$ cat src/rtl/ms_jk_pkg.sv
// rtl/ms_jk_pkg.sv - shared mode encoding and event counter sizing for ms_jk_bank
package ms_jk_pkg;

  // Bank-wide interpretation of each bit's j/k pair.
  typedef enum logic [1:0] {
    MODE_JK = 2'b00,
    MODE_T  = 2'b01,
    MODE_D  = 2'b10,
    MODE_SR = 2'b11
  } mode_e;

  // Width of the optional change-event counter and its saturation value.
  localparam int unsigned          EVT_CNT_W   = 16;
  localparam logic [EVT_CNT_W-1:0] EVT_CNT_MAX = {EVT_CNT_W{1'b1}};

  // Saturating increment used by the event counter.
  function automatic logic [EVT_CNT_W-1:0] sat_inc(input logic [EVT_CNT_W-1:0] val);
    if (val == EVT_CNT_MAX) begin
      return val;
    end
    return val + 1'b1;
  endfunction

endpackage

$ cat src/rtl/jk_cell.sv
// rtl/jk_cell.sv - single-bit combinational next-state function for JK/T/D/SR modes
module jk_cell
  import ms_jk_pkg::*;
(
  input  logic [1:0] mode,
  input  logic       j,
  input  logic       k,
  input  logic       cur,
  output logic       nxt,
  output logic       illegal
);

  mode_e mode_s;

  assign mode_s = mode_e'(mode);

  // Decode j/k under the selected mode; SR with both inputs high holds and flags.
  always_comb begin
    nxt     = cur;
    illegal = 1'b0;
    case (mode_s)
      MODE_JK: begin
        case ({j, k})
          2'b01:   nxt = 1'b0;
          2'b10:   nxt = 1'b1;
          2'b11:   nxt = ~cur;
          default: nxt = cur;
        endcase
      end
      MODE_T: begin
        nxt = j ? ~cur : cur;
      end
      MODE_D: begin
        nxt = j;
      end
      MODE_SR: begin
        case ({j, k})
          2'b01:   nxt = 1'b0;
          2'b10:   nxt = 1'b1;
          2'b11: begin
            nxt     = cur;
            illegal = 1'b1;
          end
          default: nxt = cur;
        endcase
      end
      default: begin
        nxt     = cur;
        illegal = 1'b0;
      end
    endcase
  end

endmodule

$ cat src/rtl/ms_jk_bank.sv
// rtl/ms_jk_bank.sv - bank of master-slave JK/T/D/SR flip-flops; optional evt_cnt via MS_JK_BANK_EVT_CNT_EN
module ms_jk_bank
  import ms_jk_pkg::*;
#(
  parameter int unsigned       WIDTH       = 8,
  parameter logic [WIDTH-1:0]  RST_VAL     = {WIDTH{1'b0}},
  parameter int unsigned       SLAVE_STAGE = 1
) (
  input  logic                 clk,
  input  logic                 rst,
  input  logic                 en,
  input  logic [1:0]           mode,
  input  logic [WIDTH-1:0]     j,
  input  logic [WIDTH-1:0]     k,
  input  logic                 load,
  input  logic [WIDTH-1:0]     load_val,
  input  logic                 err_clr,
  output logic [WIDTH-1:0]     master_q,
  output logic [WIDTH-1:0]     q,
  output logic [WIDTH-1:0]     qb,
`ifdef MS_JK_BANK_EVT_CNT_EN
  output logic [EVT_CNT_W-1:0] evt_cnt,
`endif
  output logic [WIDTH-1:0]     sr_err
);

  logic [WIDTH-1:0] master_d;
  logic [WIDTH-1:0] master_r_q;
  logic [WIDTH-1:0] err_d;
  logic [WIDTH-1:0] err_q;
  logic [WIDTH-1:0] cell_nxt;
  logic [WIDTH-1:0] cell_ill;
  logic [WIDTH-1:0] err_set;

  // One combinational cell per bit; all state is held here in the bank.
  for (genvar gi = 0; gi < WIDTH; gi++) begin : g_cell
    jk_cell u_cell (
      .mode    (mode),
      .j       (j[gi]),
      .k       (k[gi]),
      .cur     (master_r_q[gi]),
      .nxt     (cell_nxt[gi]),
      .illegal (cell_ill[gi])
    );
  end

  // Master next state: load beats a mode-driven update, otherwise hold.
  always_comb begin
    master_d = master_r_q;
    if (load) begin
      master_d = load_val;
    end else if (en) begin
      master_d = cell_nxt;
    end
  end

  // Illegal-SR flags only register on real mode-driven updates; a fresh set
  // beats err_clr on the same edge, clearing still works on load/idle cycles.
  always_comb begin
    err_set = '0;
    if (en && !load) begin
      err_set = cell_ill;
    end
    err_d = (err_clr ? {WIDTH{1'b0}} : err_q) | err_set;
  end

  // Master and error registers.
  always_ff @(posedge clk) begin
    if (rst) begin
      master_r_q <= RST_VAL;
      err_q      <= '0;
    end else begin
      master_r_q <= master_d;
      err_q      <= err_d;
    end
  end

  if (SLAVE_STAGE != 0) begin : g_slave
    logic [WIDTH-1:0] slave_q;

    // Slave follows master every cycle regardless of en/load.
    always_ff @(posedge clk) begin
      if (rst) begin
        slave_q <= RST_VAL;
      end else begin
        slave_q <= master_r_q;
      end
    end

    assign q = slave_q;
  end else begin : g_no_slave
    assign q = master_r_q;
  end

`ifdef MS_JK_BANK_EVT_CNT_EN
  logic [EVT_CNT_W-1:0] evt_cnt_d;
  logic [EVT_CNT_W-1:0] evt_cnt_q;

  // Count edges where at least one master bit changes, saturating at all-ones.
  always_comb begin
    evt_cnt_d = evt_cnt_q;
    if (master_d != master_r_q) begin
      evt_cnt_d = sat_inc(evt_cnt_q);
    end
  end

  // Event counter register.
  always_ff @(posedge clk) begin
    if (rst) begin
      evt_cnt_q <= '0;
    end else begin
      evt_cnt_q <= evt_cnt_d;
    end
  end

  assign evt_cnt = evt_cnt_q;
`endif

  assign master_q = master_r_q;
  assign qb       = ~q;
  assign sr_err   = err_q;

endmodule
$ cat config.mk
export PLATFORM = sky130hd
export DESIGN_NAME = ms_jk_bank
export DESIGN_NICKNAME = d
export VERILOG_FILES = /design/src/rtl/ms_jk_pkg.sv /design/src/rtl/jk_cell.sv /design/src/rtl/ms_jk_bank.sv
export SDC_FILE = /design/constraint.sdc
export NUM_CORES = 1
export LEC_CHECK = 0
export CAP_MARGIN = 20
export CORE_ASPECT_RATIO = 1.2
export CORE_UTILIZATION = 68
export DETAILED_ROUTE_END_ITERATION = 7
export DONT_BUFFER_PORTS = 1
export PLACE_DENSITY_LB_ADDON = 0.12
export RECOVER_POWER = 25
export SYNTH_ARGS = -nofsm -noshare
export SYNTH_HDL_FRONTEND = slang
export SYNTH_HIERARCHICAL = 1
export SYNTH_SLANG_ARGS = --single-unit
$ cat constraint.sdc
create_clock -name clk -period 4.9 [get_ports clk]
set_input_delay 1.47 -clock clk [delete_from_list [all_inputs] [get_ports clk]]
set_output_delay 1.47 -clock clk [all_outputs]
set_load 0.02 [all_outputs]
After elaboration in Yosys (flattened, before gate mapping) --
Cells that the tools add are included.
Cells by class: eq/ne operators 51, mux-type cells 52, bitwise gates (word level) 10, reduce and logical (&&, ||, !) cells 12
Operators by type and width (number):
- $ne A5 B2 Y1 const B | 8
- $eq A2 B2 Y1 const B | 18
- $mux W8 | 4
- $ne A4 B2 Y1 const B | 8
- $pmux W1 S4 | 8
- $reduce_and A4 Y1 | 8
- $mux W1 | 24
- $ne A3 B3 Y1 const B | 8
- $pmux W1 S3 | 8
- $eq A2 B1 Y1 const B | 9
- $pmux W1 S2 | 8
- $not A1 Y1 | 8
- $not A8 Y8 | 1
- $or A8 B8 Y8 | 1
- $logic_not A2 Y1 | 1
- $reduce_bool A2 Y1 | 1
- $logic_and A1 B1 Y1 | 1
- $logic_not A1 Y1 | 1
Word-level totals: bits in registers 24, output and inout port bits 32

Logic depth before layout (Yosys ltp) --
depth in word-level cells 5, mapped depth 7, gate-level depth less buffers 7

Hierarchy --
The synthesis kept the hierarchy.
Modules (own cells, without submodules):
- ms_jk_bank | instances 1, cells an instance 94, area each 952.2 µm²
- jk_cell | instances 8, cells an instance 11, area each 95.1 µm²

Worst setup path before layout --
OpenSTA, ideal clock, no wires.
kind input-to-reg, from input port k[5], to register master_r_q[5] (netlist: master_q[5]), library setup time 0.134 ns, arrival 2.616 ns, required time 4.766 ns, setup slack 2.150 ns, stages 7, path through inv_1 ha_1 mux2_4 a311oi_1 o21ai_1 mux2i_1 a211oi_2
On the way: cells in the longest elaborated chain, start to end 5, elaborated cells between the ends (all ways) 11, those cells by class 5 x eq/ne; 5 x mux; 1 x reduce/logical
RTL lines:
- start: declaration | RTL line ms_jk_bank.sv:14 | input logic [WIDTH-1:0] k,
- $eq A2 B2 Y1, or another cell as far along | RTL line jk_cell.sv:23 | case ({j, k})
- $pmux W1 S3 or $pmux W1 S2 (tied branches) | RTL line jk_cell.sv:23, jk_cell.sv:37
- $pmux W1 S4 (*) | RTL line jk_cell.sv:21 | case (mode_s)
- named net cell_nxt[5] | RTL line ms_jk_bank.sv:31 | logic [WIDTH-1:0] cell_nxt;
- $mux W8 (*) | RTL line ms_jk_bank.sv:52 | end else if (en) begin
- $mux W8 (*) | RTL line ms_jk_bank.sv:50 | if (load) begin
- end signal: assignment | RTL line ms_jk_bank.sv:73 | master_r_q <= master_d;
- end: declaration | RTL line ms_jk_bank.sv:28 | logic [WIDTH-1:0] master_r_q;
The timed path passes the listed nets; every way through them passes the cells marked *. The select of a mux whose other input is x is not followed. A chain may end at the register's enable or synchronous reset.

Worst setup path after layout --
Ends and elaborated chain as after synthesis.

==> results.md <==
* Met1 demand-to-capacity share in global routing at 29.74%
* Crit Path Max Fanout at 3
* Effective utilization at floorplan at 73.52%
* Static Leak at between 0.7 and 0.8 nW
* Average routed wire per standard cell at 16.27 µm
* Count of different cell masters after synthesis at 22
* Highest-utilization routing layer at the global route stage: met2
* DRC marker count from the first detailed-route iteration at 34
* Count of pins on the block boundary at 63
* Total via count after detailed routing at 1349
* Placed cell count at 208
* Proportion of layout cells with a drive suffix above 1 at 7.778%
* Post-route antenna net violation count at 0
* Post-detail-place hpwl at 2352 µm
* Number of instances resized during post-cts repair at 0
* Setup ws final at 2.342 ns
* Overall Global Routing Usage at around 25%
* Met2 Track Usage GR at 43.24%
* Worst setup EP type: register
* ANT cells at 0
* Total grt overflow at 0
* Clock network latency to the later pin of the worst-skew pair at 0.31 ns
* Final setup violation count at 0
* Final Wtd Congestion at approximately 0.65
* Via count of the first global-routing pass at about 1300
* Via count normalized by instance count at 6.393
* Pre-CTS setup slack at 2.016 ns
* H-tree levels at 1
* Post-Syn Nets at 229
* Number of warnings issued by yosys at 6
* Count of max-cap constraint violations at 0
* Transition time at the pin with the least slew margin at ~0.38 ns
* Hold buffer count at CTS at 0
* Core Rows at 19
* # DRC at 0
* Netlist area before placement at around 1700 µm²
* Initial antenna violation count at 0
* Core Area at between 2000 and 2500 µm²
* Nets@finish at between 200 and 250
* CP arrival at 2.76 ns
* Worst vdd rail ir drop at 0.0001470 V
* Pwr/cell area at 221.0 nW/µm²
* TritonCTS buffer count at 3
* Global-route track usage on met3 at around 4.1%
* Clk_skew at 0.0003235 ns
* Flop and latch count out of synthesis at 24
* Clock Sink Count at 24
* Wire length reported by the detailed router at between 3000 and 4000 µm
* Classification of the worst setup path: input port to register
* F_max at 390.9 MHz
* Top area cells in the synthesized netlist: sky130_fd_sc_hd__dfxtp_1, sky130_fd_sc_hd__ha_1, sky130_fd_sc_hd__mux2_4, sky130_fd_sc_hd__and4bb_1, sky130_fd_sc_hd__nor2b_1
* Number of buffers inserted to repair setup after CTS at 0
* Synth-to-Final Area Change at 1.388%
* Number of slew-limit violations in the final report at 0
* Final critical delay including setup and external delays at approximately 2.6 ns
* Total Negative Setup Slacks at 0 ns
* RSZ-0062 raised after global routing: no
* Portion of synthesized cell area occupied by the leading cell type at 28.05%
* Horiz. Die Dim at 47.82 µm
* Master cell of the clock root buffer: sky130_fd_sc_hd__clkbuf_4
* Fraction of registers with async set/reset at 0%
* IO Port Bufs at 0
* Clock tree from TritonCTS: yes
* Endpoints failing hold at 0
* Worst path required time at 5.11 ns
* Relative slew slack at 74.68%
* Full die area at 2725 µm²
* Non-Filler Instances at roughly 210
* Portion of the post-synthesis area used by sequential elements at 28.05%
* Top cell types by occurrence after synthesis: sky130_fd_sc_hd__dfxtp_1, sky130_fd_sc_hd__ha_1, sky130_fd_sc_hd__inv_1, sky130_fd_sc_hd__nor2b_1
* Largest net degree at the start of global routing at about 50
* Most frequent cell after synthesis: sky130_fd_sc_hd__dfxtp_1
* Cell type contributing the most total cell area after synthesis: sky130_fd_sc_hd__dfxtp_1
* Ys flop type: sky130_fd_sc_hd__dfxtp_1
* Global-route wire length before repair at 5175 µm
* Clock-pin slew on the worst setup and hold paths at 0.12 ns
* Startpoint types: input port
* Post-Syn Area per Cell at 9.412 µm²
* Tcrit/Tclk final at 52.20%
* Synth Instances at 182
* Outcome: finished, final reports clean
* Die Height at around 57 µm
* Number of iterations in the first detailed-routing pass at 4
* Number of enable flip-flop cells after synthesis at 0
* Worst Hold Class: register to register
* Number of buffers between clock root and the deepest sink at 2
state kept, by name, indices dropped and copies added (netlist names):
signal,flops
master_q,8
sr_err,8
q,8
layout make-up:
| class | count | area [µm²] |
|---|---|---|
| Multi-Input combinational cell | 136 | 1131 |
| Fill cell | 193 | 593.1 |
| Sequential cell | 24 | 480.5 |
| Inverter | 17 | 63.81 |
| Tap cell | 31 | 38.79 |
| Clock buffer | 3 | 22.52 |
layer usage:
layer,part of all wire (%),up-vias,wire [µm]
met5,0,-,0
met4,0.90,0,31
met3,6.1,4,210
met2,52,53,1769
met1,41,631,1423
li1,-,661,-
cells by family after synthesis:
group / synth area share (%)
AND/OR/NAND/NOR: 26.30
AO/OA/AOI/OAI: 16.36
flip-flops: 28.05
buffers and inverters: 5.916
multiplexers: 11.69
adder cells (fa/ha/maj): 11.69
power breakdown:
| part | internal (mW) | switching (mW) |
|---|---|---|
| sequential | 0.205 | 0.0233 |
| clock | 0.0287 | 0.0557 |
| combinational | 0.0433 | 0.0282 |
| total | 0.277 | 0.107 |
per-stage QoR:
step / area (µm²) / hold slack [ns] / util, % / power [mW]
final: 1737 / 0.5758 / 74.54 / 0.3839
after global routing: 1737 / 0.6156 / 74.54 / 0.4016
after CTS: 1737 / 0.5774 / 74.54 / 0.3886
after detailed placement: 1714 / 0.5575 / 73.58 / 0.3038
after global placement: 1714 / 0.5516 / 73.58 / 0.2988
after floorplan: 1713 / 0.5469 / - / 0.2996
critical path: stages:
cell and delay [ns]:
sky130_fd_sc_hd__inv_1 0.02, sky130_fd_sc_hd__ha_1 0.28, sky130_fd_sc_hd__mux2_4 0.30, sky130_fd_sc_hd__a311oi_1 0.32, sky130_fd_sc_hd__o21ai_1 0.11, sky130_fd_sc_hd__mux2i_1 0.17, sky130_fd_sc_hd__a211oi_2 0.08
placed cells by master (no fill, tap or decap), types with 3 or more instances in the layout:
cell | netlist | layout
sky130_fd_sc_hd__dfxtp_1 | 24 | 24
sky130_fd_sc_hd__inv_1 | 16 | 16
sky130_fd_sc_hd__nor2b_1 | 16 | 16
sky130_fd_sc_hd__ha_1 | 16 | 16
sky130_fd_sc_hd__nand3b_1 | 8 | 8
sky130_fd_sc_hd__nand2b_1 | 8 | 8
sky130_fd_sc_hd__a21oi_1 | 8 | 8
sky130_fd_sc_hd__mux2i_1 | 8 | 8
sky130_fd_sc_hd__nor2_1 | 8 | 8
sky130_fd_sc_hd__a22oi_1 | 8 | 8
sky130_fd_sc_hd__mux2_4 | 8 | 8
sky130_fd_sc_hd__and4bb_1 | 8 | 8
sky130_fd_sc_hd__nor3b_1 | 8 | 8
sky130_fd_sc_hd__a311oi_1 | 8 | 8
sky130_fd_sc_hd__o21ai_1 | 8 | 8
sky130_fd_sc_hd__and3_1 | 8 | 8
sky130_fd_sc_hd__a211oi_1 | 6 | 6
sky130_fd_sc_hd__clkbuf_4 | 0 | 3
worst paths after layout:
path | start | to | slack (ns) | depth (start not counted)
setup reg to reg | master_q[5] | master_q[5] | 3.36 | 5
hold reg to reg | sr_err[6] | sr_err[6] | 0.58 | 2
setup / recovery | k[5] | master_q[5] | 2.34 | 7
hold / removal | sr_err[6] | sr_err[6] | 0.58 | 2
(Power assumes the default switching activity.)
